`src/rtl/uart_tx_fifo_feeder.sv`:
```
// Byte FIFO feeding a UART transmitter: buffers producer bytes and launches one
// single-cycle flag per byte, only after the transmitter has shown idle twice in a row.
module uart_tx_fifo_feeder #(
    parameter  int DEPTH  = 16,
    localparam int ADDR_W = $clog2(DEPTH)
) (
    input  logic              sys_clk_i,
    input  logic              rst_n_i,
    input  logic [7:0]        wr_data_i,
    input  logic              wr_en_i,
    input  logic              ovf_clr_i,
    output logic              full_o,
    output logic              empty_o,
    output logic [ADDR_W:0]   count_o,
    output logic              overflow_o,
    output logic [7:0]        tx_data_o,
    output logic              tx_data_flag_o,
    input  logic              tx_busy_i
);

    typedef enum logic [1:0] {
        ST_WAIT = 2'd0,
        ST_ARM  = 2'd1,
        ST_SEND = 2'd2
    } state_e;

    state_e              state_q, state_d;
    logic [7:0]          mem_q [DEPTH];
    logic [ADDR_W-1:0]   wr_ptr_q, wr_ptr_d;
    logic [ADDR_W-1:0]   rd_ptr_q, rd_ptr_d;
    logic [ADDR_W:0]     count_q, count_d;
    logic                full_q, full_d;
    logic                empty_q, empty_d;
    logic                ovf_q, ovf_d;
    logic [7:0]          tx_data_q, tx_data_d;
    logic                wr_accept_s;
    logic                pop_s;

    // Full is judged on the registered count, so a same-cycle pop cannot rescue a write.
    assign wr_accept_s = wr_en_i && !full_q;
    assign pop_s       = (state_q == ST_SEND);

    // Launch FSM: busy must read low in WAIT and again in ARM before SEND.
    always_comb begin
        state_d   = state_q;
        tx_data_d = tx_data_q;
        case (state_q)
            ST_WAIT: begin
                if (!empty_q && !tx_busy_i) begin
                    state_d = ST_ARM;
                end else begin
                    state_d = ST_WAIT;
                end
            end
            ST_ARM: begin
                if (!tx_busy_i) begin
                    state_d   = ST_SEND;
                    tx_data_d = mem_q[rd_ptr_q];
                end else begin
                    state_d = ST_WAIT;
                end
            end
            ST_SEND: begin
                state_d = ST_WAIT;
            end
            default: begin
                state_d = ST_WAIT;
            end
        endcase
    end

    // FIFO pointer, occupancy and sticky-overflow next state.
    always_comb begin
        wr_ptr_d = wr_ptr_q;
        rd_ptr_d = rd_ptr_q;
        count_d  = count_q;
        ovf_d    = ovf_q;
        if (wr_accept_s) begin
            wr_ptr_d = wr_ptr_q + ADDR_W'(1);
        end else begin
            wr_ptr_d = wr_ptr_q;
        end
        if (pop_s) begin
            rd_ptr_d = rd_ptr_q + ADDR_W'(1);
        end else begin
            rd_ptr_d = rd_ptr_q;
        end
        case ({wr_accept_s, pop_s})
            2'b10:   count_d = count_q + (ADDR_W + 1)'(1);
            2'b01:   count_d = count_q - (ADDR_W + 1)'(1);
            default: count_d = count_q;
        endcase
        if (wr_en_i && full_q) begin
            ovf_d = 1'b1;
        end else if (ovf_clr_i) begin
            ovf_d = 1'b0;
        end else begin
            ovf_d = ovf_q;
        end
        full_d  = (count_d == (ADDR_W + 1)'(DEPTH));
        empty_d = (count_d == (ADDR_W + 1)'(0));
    end

    // Control and status registers.
    always_ff @(posedge sys_clk_i or negedge rst_n_i) begin
        if (!rst_n_i) begin
            state_q   <= ST_WAIT;
            wr_ptr_q  <= '0;
            rd_ptr_q  <= '0;
            count_q   <= '0;
            full_q    <= 1'b0;
            empty_q   <= 1'b1;
            ovf_q     <= 1'b0;
            tx_data_q <= 8'h00;
        end else begin
            state_q   <= state_d;
            wr_ptr_q  <= wr_ptr_d;
            rd_ptr_q  <= rd_ptr_d;
            count_q   <= count_d;
            full_q    <= full_d;
            empty_q   <= empty_d;
            ovf_q     <= ovf_d;
            tx_data_q <= tx_data_d;
        end
    end

    // Storage array; contents are meaningless outside the pointer window, so no reset.
    always_ff @(posedge sys_clk_i) begin
        if (wr_accept_s) begin
            mem_q[wr_ptr_q] <= wr_data_i;
        end
    end

    assign full_o         = full_q;
    assign empty_o        = empty_q;
    assign count_o        = count_q;
    assign overflow_o     = ovf_q;
    assign tx_data_o      = tx_data_q;
    assign tx_data_flag_o = (state_q == ST_SEND);

endmodule

```
`config.mk`:
```
export PLATFORM = sky130hd
export DESIGN_NAME = uart_tx_fifo_feeder
export DESIGN_NICKNAME = d
export VERILOG_FILES = /design/src/rtl/uart_tx_fifo_feeder.sv
export SDC_FILE = /design/constraint.sdc
export NUM_CORES = 1
export LEC_CHECK = 0
export ABC_AREA = 1
export ABC_CLOCK_PERIOD_IN_PS = 2400
export CORE_MARGIN = 1.5
export CORE_UTILIZATION = 60
export DETAILED_ROUTE_END_ITERATION = 10
export DONT_BUFFER_PORTS = 1
export PLACE_DENSITY = 0.84
export SYNTH_ARGS = -nofsm -noshare
export SYNTH_HDL_FRONTEND = slang
export SYNTH_SLANG_ARGS = --single-unit
```
`constraint.sdc`:
```
create_clock -name sys_clk_i -period 2.4 [get_ports sys_clk_i]
set_input_delay 0.48 -clock sys_clk_i [delete_from_list [all_inputs] [get_ports sys_clk_i]]
set_output_delay 0.48 -clock sys_clk_i [all_outputs]
set_load 0.02 [all_outputs]
```
* Word-level counts from Yosys, hierarchy flattened
Memories as Yosys holds them, arrays and structs flattened. A register that Yosys moved wholly into a read port is not among the register bits. Index checks and enable logic that the tools add are counted.
Operators by class: bitwise logic cells 1, add/subtract/negate cells 4, equality and inequality tests 5, multiplexer cells 8, reduce and logical (&&, ||, !) cells 11
Operators with widths (count):
- 5-bit one-hot mux with 2 select lines | 1
- 4-bit by 1-bit adder with 4-bit output, second input constant | 2
- 5-bit by 1-bit adder with 5-bit output, second input constant | 1
- 5-bit equality test, second input constant | 1
- 5-bit logical NOT | 1
- 1-bit two-way mux | 5
- 5-bit by 1-bit subtractor with 5-bit output, second input constant | 1
- 2-bit by 1-bit equality test with 1-bit output, second input constant | 2
- 2-bit equality test, second input constant | 2
- 1-bit logical NOT | 4
- 2-bit one-hot mux with 2 select lines | 1
- 1-bit logical AND | 3
- 2-bit logical NOT | 1
- 2-bit two-way mux | 1
- 2-bit AND reduction | 1
- 2-bit nonzero test | 1
- 1-bit inverter | 1
Storage, ports and cells: RAM bits 128, memories 1, word-level logic and storage cells 37, output and inout port bits 17, register bits after elaboration 18
Memories:
- mem_q | depth 16, width 8, rd ports 1, clocked after memory_dff 1, write ports 1, line 28 | logic [7:0] mem_q [DEPTH];

* Depth between registers and ports, before layout
Gate-level depths: netlist of the first run.
word-level depth 5, mapped depth 17

* Least setup slack after synthesis of the first run
Ideal clock, no wire load.
path type register to register, start register full_q, in the netlist full_o, end register full_q, in the netlist full_o, arrival 2175 ps, path slack 154 ps, clock period less this slack 2246 ps, stages on the path, launching flop included 14, path buffers 0, required time 2329 ps, cells stage by stage dfrtp_1 nor2_2 inv_1 ha_1 nand2_1 inv_1 nor2_1 ha_1 nand2_1 nand2_2 or2_0 nor2_1 nand3_1 nor2_1
On the way: longest elaborated chain between the ends 5
RTL lines:
- start: declaration | line 32 | logic full_q, full_d;
- start signal: assignment | line 120 | full_q <= full_d;
- 1-bit logical NOT * | line 40 | assign wr_accept_s = wr_en_i && !full_q;
- 1-bit logical AND * | line 40
- 2-bit by 1-bit equality test with 1-bit output or 2-bit equality test (tied branches) | line 88 | case ({wr_accept_s, pop_s})
- 5-bit one-hot mux with 2 select lines * | line 88
- net count_d[1] | line 31 | logic [ADDR_W:0] count_q, count_d;
- 5-bit equality test * | line 100 | full_d = (count_d == (ADDR_W + 1)'(DEPTH));
- net full_d | line 32
Mark *: on every way through the listed nets, which the timed path passes. The rest lies on a longest branch. A chain may end at the register's enable or synchronous reset.

* Worst setup path in the final report of the first run
Ends and elaborated chain as after synthesis.

==> results.toml, run 1 <==
[status]
outcome = "finished, violations left"
violations = "DRC"

[sta]
holdWs_ns = 0.0207
max_slew.worst_pin.slew_ns = 0.711
slew_viol_final = 0
slew_headroom_pct = 52.6
finalHoldViolCount = 0
fmax_mhz = 457
fin_tns_setup_ns = 0
setup_slack_ns = 0.210
clock_skew_ns = 0.0150
period_minus_slack_ns = 2.19
setup_violations = 0
rsz0062_at_grt = "no"
fin_crit_sh_pct = 91.3

[yosys]
syn_nets = 594
yosys_register_bits = 154
synth.top_cells.by_area = "edfxtp_1 (60%), nand2_1 (11%), dfrtp_1 (9.7%)"
synth_top_cell_by_area = "edfxtp_1"
yosysSeqAreaShare_pct = 69.8
synthXorXnorAreaFrac_pct = 0.952
ys_types = 25
synthSimpleGateAreaFrac_pct = 22.6
synth_compound_area_share_pct = 1.17
syn_inst = 573
syn_area_um2 = 6440
synth_top_family_by_area = "simple AND/OR/NAND/NOR gates"
synth_fa_ha_area_share_pct = 1.55
syn_avg_cell_area_um2 = 11.2
ys.warnings.count = 0
synth_top_area_share_pct = 59.7
synth_mux_area_share_pct = 0

[final_layout]
final_cell_mix = "nand2_1 (192), edfxtp_1 (128), nand3_1 (105), nor2_1 (28), dfrtp_1 (23)"
fin_util_pct = 70.0
finalNetCount = 610
final_area_um2 = 7260
finalNonFillerCells = 738
multiInputGateArea_um2 = 1710
diodes = 0
syn2layout_area_growth_pct = 12.6
seqCellArea_um2 = 4500
layout-drive-gt1-share_pct = 11.3
fillers = 642
final_common_cell = "nand2_1"

[floorplan]
coreArea_um2 = 10400
fp.dieH_um = 107
dieArea_um2 = 11400
rows = 37
die_w_um = 107
start_util_pct = 62.1
pin_count = 30

[worst_setup_path]
cp_max_fo = 6
max_stage_delay_ns = 0.46
cp_top_family = "simple AND/OR/NAND/NOR gates"
path_class = "register to register"
crit_path_start_kind = "register"
worst-path-buf-inv = 1
endpoint_kind = "register"
crit_slowest_cell = "dfrtp_2"
critPathRequiredTime_ns = 2.86
path_common_cell = "nor2_1"
crit_arrival_ns = 2.65
cp_cell_sequence = "nor2_2, inv_1, ha_4, nor2_1, nor2_2, ha_1, nand2_1, nand2_2, or2_0, nor2_1, nand3_1, nor2_1"

[place]
dp.cells = 704
finalWeightedCongestion = 0.764
port_buffers = 0
hpwl_mm = 8.48
pre_cts_slack_ns = 0.169
placed_area_um2 = 6630

[route]
routed_wl_mm = 14.9
vias_per_cell = 6.12
drcViolationCount = 2
dr_total_vias = 4516
wl_per_cell_um = 20.2
drtPass1Iterations = 8
first_iter_violations = 569
ant_nets = 0

[global_route]
grt_pass1_wl_mm = 23.1
grt_pass1_vias = 4480
grt-ovfl-total = 0
antenna_found_initial = 0
grt_max_degree = 67
grt_usage_pct = 27.7

[pwr]
fin_total_pwr_mw = 8.99
leakagePower_nw = 2.83
peakVddDrop_uv = 998
p_per_area_nw_per_um2 = 1240

[clock_network]
numCtsBuffers = 17
htreeDepth = 4
clkLatencyLatePin_ns = 0.53
clock_sinks = 154
cts_root_buffer = "clkbuf_8"
ctsLongestPathBuffers = 2
cts_tree = "done"
post_cts_buffers = 0
clkTransAtPathRegs_ns = 0.07

[hold_path]
hold_path_class = "input pin to register"

[run]
drv_cap = 0
==> worst reg2reg max path: cells and delay by family (launching register included) <==
kind                     cells  cell delay, ns
AND/OR/NAND/NOR              9            1.12
adder cells (fa/ha/maj)      2            0.47
flip-flops                   1            0.46
buffers and inverters        1            0.10
==> synth_stat cells <==
library cell and count:
nand2_2 4, dfrtp_1 25, o21ai_0 5, dfstp_2 1, nand2_1 192, nor3_4 1
edfxtp_1 128, xor2_1 6, nor2_4 1, a31oi_1 8, buf_4 11, nor2_2 2
nand4_1 4, buf_6 1, buf_2 10, nand3_1 105, nor4_1 1, nor2_1 29
xnor2_1 1, ha_1 8, clkinv_1 2, clkbuf_1 4, inv_1 20, inv_2 3
or2_0 1
==> path summary, 6_finish.rpt <==
path | start | to | slack, ns | depth (start not counted)
max | full_o | full_o | 0.21 | 12
min | tx_busy_i | state_q[0] | 0.02 | 1
max reg2reg | full_o | full_o | 0.21 | 12
min reg2reg | state_q[0] | state_q[0] | 0.43 | 1
max in group asynchronous | rst_n_i | empty_o | 1.78 | 2
min in group asynchronous | rst_n_i | overflow_o | 0.39 | 2
==> layer usage <==
layer	global-route usage, %	part of all wire (%)	vias up
met4	10.9	2.8	0
met2	47.0	50	330
met3	7.66	11	47
li1	-	-	1992
met5	0	0	-
met1	33.8	36	2147
==> repair_timing <==
item | 4_1_cts | 5_1_grt
gates resized for setup | 0 | 4
hold buffers | 2 | 0
setup endpoints to repair | 0 | 2
hold endpoints to repair | 26 | 0
==> where the power goes <==
group          internal, mW  total (mW)  switching [mW]  leakage, nW
combinational         0.785        2.68            1.90         1.08
sequential             3.31        3.70           0.394         1.46
clock                  1.56        2.60            1.05        0.286
==> cell type report <==
type                    instances  area share [%]
repair buffers                 23            2.76
flip-flops and latches        154            62.0
clock buffers                  21            6.19
multi-input cells             368            23.6
clock inverters                11            1.88
inverters                      25            1.29
well taps                     136            2.34
==> registers in the layout, indices dropped and copies added, names as in the netlist <==
signal and flops:
mem_q 128, tx_data_o 8, count_o 5, rd_ptr_q 4, wr_ptr_q 4, state_q 2
empty_o 1, full_o 1, overflow_o 1
==> logic make-up (layout without fill, tap and decap cells) <==
logic type	after synthesis	after routing
flip-flops	154	154
buffers and inverters	51	80
AND/OR/NAND/NOR	340	340
AO/OA/AOI/OAI	13	13
XOR/XNOR	7	7
adder cells (fa/ha/maj)	8	8
Note: power is estimated with default switching activity, not from simulation.
==> run 2, diff against run 1 <==
MAX_ROUTING_LAYER = met4   (was not set)
==> run 2 against run 1 <==
The flow now finishes without violations. First-iteration DRC count is 13% higher. Routed wire length decreased by 6.9%. Setup slack got worse by 0.026 ns. Die area is the same. Clock-buffer cell count decreased by 2. Non-clock buffer count unchanged. Sequential power about the same. Sequential share of layout area grew 0.29 points. Largest cell class unchanged.
==> results.toml, run 2 (synthesis results as in run 1) <==
[status]
outcome = "complete, no violations"

[hold_path]
hold_path_class = "input pin to register"
holdPathStages = 1
whs_endpoint = "state_q[0]"
hp-start = "tx_busy_i"

[floorplan]
rows = 37
fp.dieH_um = 107
start_util_pct = 62.1
die_w_um = 107
coreArea_um2 = 10400
pin_count = 30
dieArea_um2 = 11400

[sta]
fin_tns_setup_ns = 0
fin_crit_sh_pct = 92.3
max_slew.worst_pin.slew_ns = 0.759
rsz0062_at_grt = "no"
slew_headroom_pct = 49.2
finalHoldViolCount = 0
clock_skew_ns = 0.0127
slew_viol_final = 0
fmax_mhz = 451
period_minus_slack_ns = 2.22
setup_violations = 0

[clock_network]
cts_tree = "done"
clock_sinks = 154
htreeDepth = 4
clkTransAtPathRegs_ns = 0.06
numCtsBuffers = 17
ctsLongestPathBuffers = 2
cts_root_buffer = "clkbuf_8"
clkLatencyLatePin_ns = 0.52

[route]
wl_per_cell_um = 18.8
dr_total_vias = 4344
drtPass1Iterations = 6
routed_wl_mm = 13.9
ant_nets = 0
first_iter_violations = 641
drcViolationCount = 0
vias_per_cell = 5.89

[place]
finalWeightedCongestion = 0.793
port_buffers = 0
hpwl_mm = 8.37

[worst_setup_path]
cp_max_fo = 6
reg2reg_depth = 13
r2r-start = "full_o"
crit_path_start_kind = "register"
crit_arrival_ns = 2.66
endpoint_kind = "register"
worst_r2r_endpoint = "empty_o"
r2r_slack_ns = 0.18
critPathRequiredTime_ns = 2.85
path_class = "register to register"

[final_layout]
layout-drive-gt1-share_pct = 10.8
final_cell_mix = "nand2_1 (192), edfxtp_1 (128), nand3_1 (105), nor2_1 (29), dfrtp_1 (23)"
largest_reg_flops = 128
syn2layout_area_growth_pct = 12.1
diodes = 0
finalNetCount = 610
largest-register = "mem_q"
final_common_cell = "nand2_1"

[pwr]
p_per_area_nw_per_um2 = 1220
fin_total_pwr_mw = 8.82
leakagePower_nw = 2.81
peakVddDrop_uv = 943

[run]
drv_cap = 0

[global_route]
grt_pass1_wl_mm = 22.0
antenna_found_initial = 0
grt_pass1_vias = 4215
grt_max_degree = 67
grt_usage_pct = 26.9
grt-ovfl-total = 0
-- run 2: changes by cell type in the layout (fill, tap and decap cells not counted), sizes merged --
cell	change
clkinvlp	+1
clkbuf	-2
clkinv	+1
-- run 2: through the flow --
stage	cell area, µm²	worst slack (ns)	hold slack (ns)	instances	utilization (%)
floorplan	6440	0.154	0.184	573	-
global placement	6630	0.199	0.185	704	63.9
detailed placement	6630	0.134	0.185	704	63.9
CTS	7220	0.117	0.00233	738	69.6
global route	7220	0.0139	0.00184	738	69.7
finish	7220	0.184	0.0261	738	69.7
-- run 2: report_power, final --
group          total, mW  switching [mW]  internal (mW)
registers           3.70           0.394           3.31
clock network       2.55            1.06           1.49
logic               2.56            1.78          0.783
total               8.82            3.23           5.58
-- run 2: cell type report --
cell class / instances / area [µm²]
sequential: 154 / 4500
fill: 670 / 3150
multi-input combinational: 368 / 1700
clock buffer: 19 / 422
timing repair buffer: 23 / 200
tap: 136 / 170
clock inverter: 13 / 143
inverter: 25 / 93.8
-- run 2: worst max-delay path: stages, from the launching register on --
cell     delay, ns
dfrtp_2       0.46
nor2_2        0.15
inv_1         0.08
ha_2          0.23
nand2_1       0.09
inv_1         0.06
nor2_1        0.14
ha_1          0.25
nand2_1       0.08
nand2_2       0.05
or2_0         0.21
nor2_1        0.11
nand3_1       0.11
nor2_1        0.13
-- run 2: how the worst max path moves through the flow --
stage                           from      end  slack, ns  cells past startpoint
final                         full_o  empty_o       0.18                     13
after global routing      state_q[0]   full_o       0.01                     17
after CTS                     full_o  empty_o       0.12                     13
after detailed placement      full_o  empty_o       0.13                     13
after global placement        full_o   full_o       0.20                     13
after floorplan               full_o   full_o       0.15                     13
-- run 2: layer usage --
metal | track usage, % | up-vias | part of all wire (%)
li1 | - | 1995 | -
met1 | 34.6 | 2089 | 40
met2 | 42.8 | 243 | 50
met3 | 6.44 | 17 | 9.1
met4 | 8.76 | 0 | 1.2
met5 | - | - | 0
-- run 2: timing repair --
action	4_1_cts	5_1_grt
gates resized for setup	0	2
hold buffers	2	0
endpoints found under the hold margin	26	0
buffers inserted	0	0
endpoints found under the setup margin	0	2
==> RTL change 1 (flow settings as in run 1) <==
Put one more register stage on the output `count_o`, without a reset. The value now appears one clock later. The other outputs are not delayed to match.
--- a/src/rtl/uart_tx_fifo_feeder.sv
+++ b/src/rtl/uart_tx_fifo_feeder.sv
@@ -134,5 +134,7 @@
     assign full_o         = full_q;
     assign empty_o        = empty_q;
-    assign count_o        = count_q;
+    always_ff @(posedge sys_clk_i) begin
+        count_o <= count_q;
+    end
     assign overflow_o     = ovf_q;
     assign tx_data_o      = tx_data_q;
Function: changed (Yosys sat finds a counterexample within 4 cycles, from zero or initial values and one cycle with rst_n_i low).
==> RTL change 1 against run 1 <==
- die area increased by 1.6%
- area after synthesis is 1.7% higher
- cell area grew 1.9%
- power is 3.0% higher
- sequential cell count is 5 higher
- setup slack got worse by 51 ps
- routed wire length up 0.79%
- sequential power up 5%
==> RTL change 1: results <==
status:
  status: "finished, final reports clean"
critical_path:
  worstPathMaxFanout: 6
  slowest_delay_ps: 380
  cp_slowest_cell: "dfrtp_1"
  crit_family: "simple AND/OR/NAND/NOR gates"
cells_and_area:
  largest_reg_flops: 128
  top_register: "mem_q"
  final_net_count: 616
  num_antenna_cells: 0
  layout-drive-gt1-share: 0.1168
cts:
  post-cts-setup-buffers: 0
  htreeDepth: 4
  clkLatencyLatePin_ps: 530
  cts.path.max_buffers: 2
  root_buffer: "clkbuf_8"
  cts_made_buffers: 17
  clkTransAtPathRegs_ps: 60
detailed_routing:
  drtPass1Iterations: 5
  drt_iter0_markers: 669
  post_drt_wl_per_cell_um: 20.17
  routed_wl_mm: 15.01
  antenna_left: 0
  vias_per_cell: 6.031
placement:
  dpl.cell_count: 710
  placed_area_um2: 6735
  place_congestion: 0.8418
  portBuffers: 0
  place_worst_setup_slack_ps: 119.4
  dp_hpwl_mm: 8.742
global_route:
  grt_pass1_vias: 4420
  grt_max_degree: 45
  track_usage: 0.2765
  antenna_found_initial: 0
  grt_pass1_wl_mm: 23.00
pwr:
  ir_drop_mv: 0.8151
  sw_frac_of_total: 0.3665
  leakage_nw: 2.875
synth:
  synthTopCellsByCount: "191 x nand2_1, 128 x edfxtp_1, 105 x nand3_1"
  synthDistinctLibCells: 27
  syn-num-nets: 599
  avgSynthCellArea_um2: 11.33
  synth.area.top_cells: "edfxtp_1 59%, nand2_1 11%, dfrtp_1 9.6%"
  async_reset_ff_frac: 0.1635
  yosysSeqAreaShare: 0.7018
  synth_ff_type: "edfxtp_1"
timing:
  skew_ps: 11.34
  worstMarginPinSlew_ps: 780.2
min_path:
  hp-class: "input pin to flop"
RTL change 1: cell types whose count changed in the layout (fill, tap and decap cells not counted), sizes merged:
cell	delta
buf	+1
bufinv	+1
clkbuf	-3
clkinvlp	+3
dfxtp	+5
inv	-1
RTL change 1: path summary, 6_finish.rpt:
path	from	to	cells after the start	slack [ps]
min	tx_busy_i	state_q[0]	1	40
max	state_q[0]	full_o	14	160
min reg2reg	count_q[3]	count_o[3]	0	440
min in group asynchronous	rst_n_i	tx_data_o[5]	2	410
max reg2reg	state_q[0]	full_o	14	160
max in group asynchronous	rst_n_i	empty_o	2	1760
RTL change 1: repair_timing:
| item | CTS | global route |
|---|---|---|
| endpoints found under the hold margin | 26 | 0 |
| hold buffers | 2 | 0 |
| resized for setup | 0 | 4 |
| endpoints found under the setup margin | 0 | 2 |
RTL change 1: cell families after synthesis:
| family | after synthesis | synth area share |
|---|---|---|
| buffers and inverters | 51 | 0.03917 |
| adder cells (fa/ha/maj) | 8 | 0.01529 |
| flip-flops | 159 | 0.7018 |
| AO/OA/AOI/OAI | 13 | 0.01146 |
| XOR/XNOR | 7 | 0.009362 |
| AND/OR/NAND/NOR | 340 | 0.2230 |
RTL change 1: worst register-to-register path, cell delays in order (launching register included):
cell     delay (ps)
dfrtp_1         380
inv_1           110
nand2_1         100
inv_1           150
ha_4            200
nand2_1          90
inv_1            80
nor2_1           50
ha_1            280
nand2_2          70
nand2_2          50
or2_0           240
nor2_1          130
nand3_1         110
nor2_1          130
RTL change 1: area by class of cell:
type | count | area, um^2
clock buffer | 18 | 427.9
clock inverter | 14 | 180.2
fill | 647 | 3070
inverter | 25 | 93.84
multi-input combinational | 368 | 1714
sequential | 159 | 4598
tap | 136 | 170.2
timing repair buffer | 24 | 207.7
RTL change 1: power by group through the flow:
| stage | registers, W | logic (W) | clock network, W |
|---|---|---|---|
| 2_1_floorplan | 0.00380 | 0.00196 | 0 |
| 3_3_place_gp | 0.00390 | 0.00235 | 0 |
| 3_5_place_dp | 0.00392 | 0.00249 | 0 |
| 4_1_cts | 0.00387 | 0.00258 | 0.00276 |
| 5_1_grt | 0.00393 | 0.00289 | 0.00290 |
| 6_report | 0.00389 | 0.00262 | 0.00275 |
RTL change 1: routing by layer:
metal | global-route usage | wire, um | vias up
li1 | - | - | 2009
met1 | 0.3377 | 5455 | 2124
met2 | 0.4531 | 7537 | 306
met3 | 0.08232 | 1556 | 48
met4 | 0.1306 | 458 | 0
met5 | 0 | 0 | -
==> RTL change 2 (config.mk and constraints of run 1) <==
Made on the original files. Change the parameter `DEPTH` from 16 to 32.
--- a/src/rtl/uart_tx_fifo_feeder.sv
+++ b/src/rtl/uart_tx_fifo_feeder.sv
@@ -2,5 +2,5 @@
 // single-cycle flag per byte, only after the transmitter has shown idle twice in a row.
 module uart_tx_fifo_feeder #(
-    parameter  int DEPTH  = 16,
+    parameter  int DEPTH  = 32,
     localparam int ADDR_W = $clog2(DEPTH)
 ) (
Interface: changed (resized count_o); port bits go from 30 to 31. The function was not compared with the original's and may differ.
==> RTL change 2 against run 1 <==
- power grew 64%
- cell area is 83% higher
- largest power group unchanged
- routed wire length is 79% higher
- area after synthesis increased by 84%
- sequential share of layout area grew 1.6 points
- critical endpoint unchanged
- setup slack improved by 9.4 ps
- first-iteration DRC count up 79%
- maximum frequency rose by 0.43%
- sequential power increased by 71%
- combinational power is 60% higher
- sequential cell count is 131 higher
- clock power up 60%
- critical path type unchanged
- worst hold slack improved by 14 ps
==> RTL change 2: results <==
status:
  status: "finished, final reports clean"
synth:
  synth_compound_area_frac: 0.08410
  synth.area.top_cells: "edfxtp_1 65%, nor2_1 7.4%, dfrtp_1 5.9%"
  async_reset_ff_frac: 0.1018
  synth_fa_ha_area_frac: 0.008431
  synthDistinctLibCells: 29
  syn-num-nets: 1057
  synthTopCellsByCount: "256 x edfxtp_1, 234 x nor2_1, 140 x nand2_1"
  synth-xor-area-share: 0.007377
cts:
  cts-hold-fix-buffers: 3
  root_buffer: "clkbuf_16"
  htreeDepth: 1
  cts.path.max_buffers: 3
timing:
  setup_ws_ps: 219.0
cells_and_area:
  nonClockInverterCount: 57
  signal_buffers: 49
  buffer_area_frac: 0.03475
  largest_reg_flops: 256
  ff_latch_area_um2: 8421
  clock_cell_area_share: 0.06506
  clkbuf_count: 39
detailed_routing:
  drt_iter0_markers: 1016
  drtPass1Iterations: 5
  routed_wl_mm: 26.71
global_route:
  grt_pass1_wl_mm: 41.48
  grt_pass1_vias: 8009
  grt_max_degree: 69
critical_path:
  reg2reg_depth: 14
  worstPathArrival_ps: 2620
pwr:
  pg_seq_w: 0.00631
  leakage_nw: 4.840
  sw_frac_of_total: 0.3438
min_path:
  min_from: "wr_data_i[6]"
placement:
  placed_area_um2: 12350
  dp_hpwl_mm: 15.70
  place_congestion: 0.8537
floorplan:
  core_region_area_um2: 19460
==> RTL change 2: changes by cell type in the layout (fill, tap and decap cells not counted), moves of 13 or more <==
cell,delta
nor2_1,+206
edfxtp_1,+128
o21ai_0,+98
nand2_1,-52
nand3_1,-49
inv_1,+33
o211ai_1,+33
o21ai_1,+30
buf_4,+20
a21oi_1,+17
clkbuf_16,+13
==> RTL change 2: per-layer routing <==
layer,wire [um],GRT usage,vias to the layer above
li1,-,-,3641
met1,10230,0.3495,3915
met2,13230,0.4474,457
met3,2324,0.04499,85
met4,928,0.1122,0
met5,0,0,-
==> RTL change 2: through the flow <==
step	std cells	utilization	power, W
after floorplan	1036	-	0.009403
after global placement	1298	0.6345	0.01041
after detailed placement	1298	0.6345	0.01058
after CTS	1351	0.6808	0.01475
after global routing	1351	0.6809	0.01547
final	1351	0.6809	0.01476
